`config.mk`:
```
export PLATFORM = sky130hd
export DESIGN_NAME = run_length_cnt
export DESIGN_NICKNAME = d
export VERILOG_FILES = /design/src/rtl/custom_instr_pkg.sv /design/src/rtl/run_chunk_scan.sv /design/src/rtl/run_length_cnt.sv
export SDC_FILE = /design/constraint.sdc
export NUM_CORES = 1
export LEC_CHECK = 0
export ABC_CLOCK_PERIOD_IN_PS = 11380
export CORE_MARGIN = 10
export CORE_UTILIZATION = 40
export CTS_BUF_LIST = sky130_fd_sc_hd__clkbuf_2
export DETAILED_ROUTE_END_ITERATION = 8
export GPL_TIMING_DRIVEN = 0
export PLACE_DENSITY = 0.66
export SYNTH_ARGS = -nofsm -noshare
export SYNTH_HDL_FRONTEND = slang
export SYNTH_SLANG_ARGS = --single-unit
```
`constraint.sdc`:
```
create_clock -name clk_i -period 11.38 [get_ports clk_i]
set_input_delay 1.138 -clock clk_i [delete_from_list [all_inputs] [get_ports clk_i]]
set_output_delay 1.138 -clock clk_i [all_outputs]
set_load 0.02 [all_outputs]
```
`src/rtl/custom_instr_pkg.sv`:
```
`default_nettype none
// ============================================================================
// Module      : custom_instr_pkg
// Description : Shared types and constants for the custom-instruction
//               datapath units (run-length counter FSM states, scan
//               direction encodings).
// Ports       : none (package)
// Revision    : 1.0 - initial release
// ============================================================================
package custom_instr_pkg;

    // Run-length counter FSM states
    typedef enum logic [1:0] {
        RLC_IDLE = 2'd0,
        RLC_EXEC = 2'd1,
        RLC_DONE = 2'd2
    } rlc_state_e;

    // Scan direction encodings
    localparam logic RLC_DIR_LSB = 1'b0;
    localparam logic RLC_DIR_MSB = 1'b1;

endpackage : custom_instr_pkg
`default_nettype wire

```
`src/rtl/run_chunk_scan.sv`:
```
`default_nettype none
// ============================================================================
// Module      : run_chunk_scan
// Description : Combinational chunk scanner. Starting at bit pos_i of word_i
//               and stepping in direction dir_i, counts how many consecutive
//               bits equal t_i, examining at most min(CHUNK, avail_i) bits.
// Ports       : word_i  - latched operand word
//               pos_i   - current scan position (IDXW+1 bits)
//               dir_i   - 0 = toward LSB, 1 = toward MSB
//               t_i     - target bit value
//               avail_i - bits left before the word edge (IDXW+1 bits)
//               n_o     - number of matching bits found in this chunk
// Revision    : 1.0 - initial release
// ============================================================================
module run_chunk_scan
    import custom_instr_pkg::*;
#(
    parameter int XLEN  = 32,
    parameter int CHUNK = 8
) (
    input  logic [XLEN-1:0]          word_i,
    input  logic [$clog2(XLEN):0]    pos_i,
    input  logic                     dir_i,
    input  logic                     t_i,
    input  logic [$clog2(XLEN):0]    avail_i,
    output logic [$clog2(XLEN):0]    n_o
);

    localparam int IDXW = $clog2(XLEN);
    localparam int CW   = IDXW + 1;

    logic          run;
    logic [CW-1:0] p;
    logic [CW-1:0] cnt;

    // The run flag drops at the first mismatch or when the word edge is
    // reached; positions past the edge are never allowed to contribute
    // because the avail_i check short-circuits the bit comparison.
    always_comb begin
        cnt = '0;
        run = 1'b1;
        p   = '0;
        for (int i = 0; i < CHUNK; i++) begin
            p = (dir_i == RLC_DIR_MSB) ? (pos_i + CW'(i)) : (pos_i - CW'(i));
            if (run && (CW'(i) < avail_i) && (word_i[p[IDXW-1:0]] == t_i)) begin
                cnt = cnt + CW'(1);
            end else begin
                run = 1'b0;
            end
        end
    end

    assign n_o = cnt;

endmodule : run_chunk_scan
`default_nettype wire

```
`src/rtl/run_length_cnt.sv`:
```
`default_nettype none
// ============================================================================
// Module      : run_length_cnt
// Description : Multi-cycle custom-instruction unit returning the length of
//               the run of bits in rs0 equal to rs0[idx], counted from idx
//               inclusive. Scans CHUNK bits per cycle; start/done handshake.
//               Optional macro RUN_CNT_BOTH_DIR_EN adds the dir_i port and
//               MSB-ward scanning; without it the scan is toward LSB only.
// Ports       : clk_i   - clock
//               rst_ni  - asynchronous active-low reset
//               start_i - start request, sampled only in IDLE
//               rs0_i   - operand to scan
//               rs1_i   - start index (low IDXW bits, clipped to XLEN-1)
//               dir_i   - scan direction (RUN_CNT_BOTH_DIR_EN only)
//               busy_o  - high in EXEC and DONE
//               done_o  - one-cycle pulse, result valid
//               rd_o    - run length, held until next result
// Revision    : 1.0 - initial release
// ============================================================================
module run_length_cnt
    import custom_instr_pkg::*;
#(
    parameter int XLEN  = 32,
    parameter int CHUNK = 8
) (
    input  logic            clk_i,
    input  logic            rst_ni,
    input  logic            start_i,
    input  logic [XLEN-1:0] rs0_i,
    input  logic [XLEN-1:0] rs1_i,
`ifdef RUN_CNT_BOTH_DIR_EN
    input  logic            dir_i,
`endif
    output logic            busy_o,
    output logic            done_o,
    output logic [XLEN-1:0] rd_o
);

    localparam int IDXW = $clog2(XLEN);
    localparam int CW   = IDXW + 1;

    rlc_state_e      state_q, state_d;
    logic [XLEN-1:0] word_q,  word_d;
    logic [CW-1:0]   pos_q,   pos_d;
    logic            dir_q,   dir_d;
    logic            t_q,     t_d;
    logic [CW-1:0]   acc_q,   acc_d;
    logic [CW-1:0]   rem_q,   rem_d;
    logic [XLEN-1:0] rd_q,    rd_d;

    logic [IDXW-1:0] idx_raw;
    logic [IDXW-1:0] idx;
    logic            dir_in;
    logic [CW-1:0]   avail;
    logic [CW-1:0]   n;
    logic            unused_rs1;

    assign idx_raw    = rs1_i[IDXW-1:0];
    assign unused_rs1 = ^rs1_i[XLEN-1:IDXW];

    // Clipping only matters when XLEN is not a power of two.
    generate
        if (XLEN == (1 << IDXW)) begin : g_idx_pow2
            assign idx = idx_raw;
        end else begin : g_idx_clip
            assign idx = (idx_raw > IDXW'(XLEN-1)) ? IDXW'(XLEN-1) : idx_raw;
        end
    endgenerate

`ifdef RUN_CNT_BOTH_DIR_EN
    assign dir_in = dir_i;
`else
    assign dir_in = RLC_DIR_LSB;
`endif

    assign avail = (rem_q < CW'(CHUNK)) ? rem_q : CW'(CHUNK);

    run_chunk_scan #(
        .XLEN  (XLEN),
        .CHUNK (CHUNK)
    ) u_scan (
        .word_i  (word_q),
        .pos_i   (pos_q),
        .dir_i   (dir_q),
        .t_i     (t_q),
        .avail_i (avail),
        .n_o     (n)
    );

    always_comb begin
        state_d = state_q;
        word_d  = word_q;
        pos_d   = pos_q;
        dir_d   = dir_q;
        t_d     = t_q;
        acc_d   = acc_q;
        rem_d   = rem_q;
        rd_d    = rd_q;

        unique case (state_q)
            RLC_IDLE: begin
                if (start_i) begin
                    word_d  = rs0_i;
                    dir_d   = dir_in;
                    t_d     = rs0_i[idx];
                    pos_d   = {1'b0, idx};
                    acc_d   = '0;
                    rem_d   = (dir_in == RLC_DIR_MSB) ? (CW'(XLEN) - {1'b0, idx})
                                                      : ({1'b0, idx} + CW'(1));
                    state_d = RLC_EXEC;
                end
            end
            RLC_EXEC: begin
                acc_d = acc_q + n;
                rem_d = rem_q - n;
                pos_d = (dir_q == RLC_DIR_MSB) ? (pos_q + n) : (pos_q - n);
                // A full chunk of matches with bits still left means the run
                // may continue; anything shorter ends the scan.
                if ((n == CW'(CHUNK)) && (rem_d != '0)) begin
                    state_d = RLC_EXEC;
                end else begin
                    rd_d    = XLEN'(acc_d);
                    state_d = RLC_DONE;
                end
            end
            RLC_DONE: begin
                state_d = RLC_IDLE;
            end
            default: begin
                state_d = RLC_IDLE;
            end
        endcase
    end

    always_ff @(posedge clk_i or negedge rst_ni) begin
        if (!rst_ni) begin
            state_q <= RLC_IDLE;
            word_q  <= '0;
            pos_q   <= '0;
            dir_q   <= 1'b0;
            t_q     <= 1'b0;
            acc_q   <= '0;
            rem_q   <= '0;
            rd_q    <= '0;
        end else begin
            state_q <= state_d;
            word_q  <= word_d;
            pos_q   <= pos_d;
            dir_q   <= dir_d;
            t_q     <= t_d;
            acc_q   <= acc_d;
            rem_q   <= rem_d;
            rd_q    <= rd_d;
        end
    end

    assign busy_o = (state_q != RLC_IDLE);
    assign done_o = (state_q == RLC_DONE);
    assign rd_o   = rd_q;

endmodule : run_length_cnt
`default_nettype wire
```
==> reports/metrics.yaml <==
rows: 45
fin_crit_sh: 0.937
dr.pass1.iters: 5
slew_viol_final: 0
path_class: "reg2reg"
cp.required_ps: 11830
drc: 0
clock_latency_ps: 510
critPathMaxFanout: 10
ios: 101
syn_area_per_cell_um2: 9.03
yosys_warnings: 0
netlist_instances: 689
area_growth_pct: 15.2
antenna_found_initial: 1
cts-root-buf: "clkbuf_2"
r2r-end: "rd_o[1]$_DFFE_PN0P_"
holdWs_ps: 528
max_stage_delay_ps: 560
vias: 5349
synth-seq-cells: 58
crit_buf_inv: 8
worstHoldEndpoint: "acc_q[5]$_DFFE_PN0P_"
io_buffer_count: 46
post-dp-hpwl_um: 13500
ys_dominant_reg_cell: "dfrtp_1"
slew_headroom: 0.401
htreeDepth: 3
min_path_type: "reg2reg"
grt_max_degree: 40
period_minus_slack_ps: 10660
ys_types: 77
path_clk_slew_ps: 180
timing.critical_path.mode_cell: "ha_1"
tns_ps: 0
final-setup-viol-count: 0
grt_overflow: 0
slowest_stage: "or4b_4"
core_mm2: 0.0152
drt-total-wl_um: 16700
fill_cells: 1499
max_clock_freq_ghz: 0.0938
grt_pass1_vias: 5140
hold_depth: 2
crit_path_end_kind: "flop"
die_w_um: 145
antenna_left: 0
gp_congestion: 0.908
hp-start: "acc_q[5]$_DFFE_PN0P_"
maxCapViolations: 0
cts_tree: "built"
netlist_area_mm2: 0.00622
cts_sinks: 58
critPathLaunchType: "flop"
cts_buffers: 9
drive_gt1_frac: 0.153
initial_utilization: 0.409
cts_buffer_depth: 2
finalHoldViolations: 0
grt_pass1_wl_um: 27500
reg2regPathDepth: 41
track_usage: 0.164
die_h_um: 145
synth.yosys.seq_area_share: 0.233
fin_nets: 874
status: "finished, final reports clean"
cp_top_family: "adder cells"
drt_iter0_drc: 440
rsz0062_at_grt: "false"
viasPerCell: 5.54
dieArea_mm2: 0.0209
arrival_ps: 11110
wl_per_cell_um: 17.3
synthArstFlopShare: 1.00
tightestPinTransition_ps: 899
synth_edf_count: 0
reg2reg_slack_ps: 720
r2r_start: "pos_q[1]$_DFFE_PN0P_"
finalClockSkew_ps: 24.3
==> metrics by stage <==
step,cell area (um2),setup slack (ps),std cells,util
global placement,7010,186,948,0.461
detailed placement,7020,87.8,949,0.462
floorplan,6310,1870,714,-
global route,7170,41.0,966,0.471
CTS,7130,13.9,965,0.469
finish,7170,716,966,0.471
==> cell usage in the layout (no fill, tap or decap), types with 4 or more instances in the layout <==
| cell type | count |
|---|---|
| a21o_1 | 11 |
| nor2_1 | 23 |
| nor2b_1 | 6 |
| nand2_1 | 143 |
| mux2_2 | 8 |
| nand3_1 | 15 |
| clkbuf_1 | 20 |
| conb_1 | 26 |
| and3_1 | 6 |
| buf_6 | 4 |
| xnor2_1 | 30 |
| buf_4 | 28 |
| nor3_1 | 9 |
| nand4_1 | 12 |
| a21oi_1 | 28 |
| o22ai_1 | 9 |
| xor2_1 | 13 |
| inv_1 | 29 |
| mux2i_1 | 48 |
| mux4_2 | 32 |
| clkbuf_2 | 10 |
| a21boi_0 | 7 |
| dfrtp_1 | 57 |
| a22oi_1 | 15 |
| buf_2 | 7 |
| and2_1 | 5 |
| nand2b_1 | 4 |
| clkdlybuf4s50_1 | 45 |
| ha_1 | 32 |
| o21ai_0 | 11 |
==> synth_stat cells (9+ instances only) <==
cell type    n  area (um2)
o21ai_0     11        55.1
clkbuf_1    20        75.1
o22ai_1      9        56.3
nand3_1     15        75.1
xnor2_1     30         263
inv_1       29         109
nor2_1      23        86.3
nor3_1       9        45.0
a22oi_1     15         113
buf_4       28         210
xor2_1      13         114
ha_1        32         400
a21o_1      11        82.6
mux4_2      32         721
nand4_1     12        75.1
nand2_1    143         537
a21oi_1     28         140
dfrtp_1     58        1450
mux2i_1     49         490
==> what timing repair did <==
item	4_1_cts	5_1_grt
endpoints found under the setup margin	0	8
hold buffers	0	0
gates resized for setup	0	7
endpoints found under the hold margin	0	0
buffers inserted	0	0
==> worst max-delay path by stage <==
stage | from | to | depth (start not counted)
after detailed placement | pos_q[1]$_DFFE_PN0P_ | rd_o[1]$_DFFE_PN0P_ | 41
final | pos_q[1]$_DFFE_PN0P_ | rd_o[1]$_DFFE_PN0P_ | 41
after global routing | pos_q[1]$_DFFE_PN0P_ | rd_o[1]$_DFFE_PN0P_ | 43
after CTS | pos_q[1]$_DFFE_PN0P_ | rd_o[1]$_DFFE_PN0P_ | 41
after global placement | pos_q[1]$_DFFE_PN0P_ | rd_o[1]$_DFFE_PN0P_ | 41
after floorplan | pos_q[1]$_DFFE_PN0P_ | state_q[0]$_DFFE_PN0P_ | 44
==> tightest hold or removal path, cell delays in order, from the launching register on <==
cell and delay (ps):
dfrtp_1 390, nand2_1 60, nand2_1 60
==> layout make-up <==
cell class / instances / area, um2 / area share
Multi-Input combinational cell: 562 / 4390 / 0.613
Sequential cell: 58 / 1450 / 0.203
Timing Repair Buffer: 47 / 475 / 0.0664
Buffer: 63 / 387 / 0.0540
Tap cell: 188 / 235 / 0.0328
Inverter: 31 / 116 / 0.0162
Clock inverter: 6 / 57.6 / 0.00803
Clock buffer: 10 / 50.0 / 0.00698
Antenna cell: 1 / 2.50 / 0.000349
==> metal layers <==
metal | wire length (um) | vias up | GRT usage | part of all wire
met1 | 7970 | 2555 | 0.232 | 0.48
met2 | 7590 | 179 | 0.257 | 0.45
met5 | 0 | - | 0 | 0
met3 | 995 | 12 | 0.0189 | 0.059
li1 | - | 2603 | - | -
met4 | 180 | 0 | 0.0441 | 0.011
==> state kept, by name, summed over array words and instances, names as in the netlist <==
signal	flops
rd_o	6
rem_q	6
acc_q	6
t_q	1
pos_q	5
word_q	32
state_q	2
==> cells by family after synthesis <==
| family | after synthesis | share of synthesized area |
|---|---|---|
| compound gates | 113 | 0.130 |
| xor+xnor | 46 | 0.0684 |
| fa+ha+maj | 35 | 0.0740 |
| buf+inv | 94 | 0.0801 |
| flops | 58 | 0.233 |
| mux | 93 | 0.224 |
| other cells | 1 | 0.000603 |
| simple gates | 249 | 0.189 |
Power is left out: the tool's default activity adds up to more than one toggle a clock period on the data nets, which glitch-free logic cannot reach.
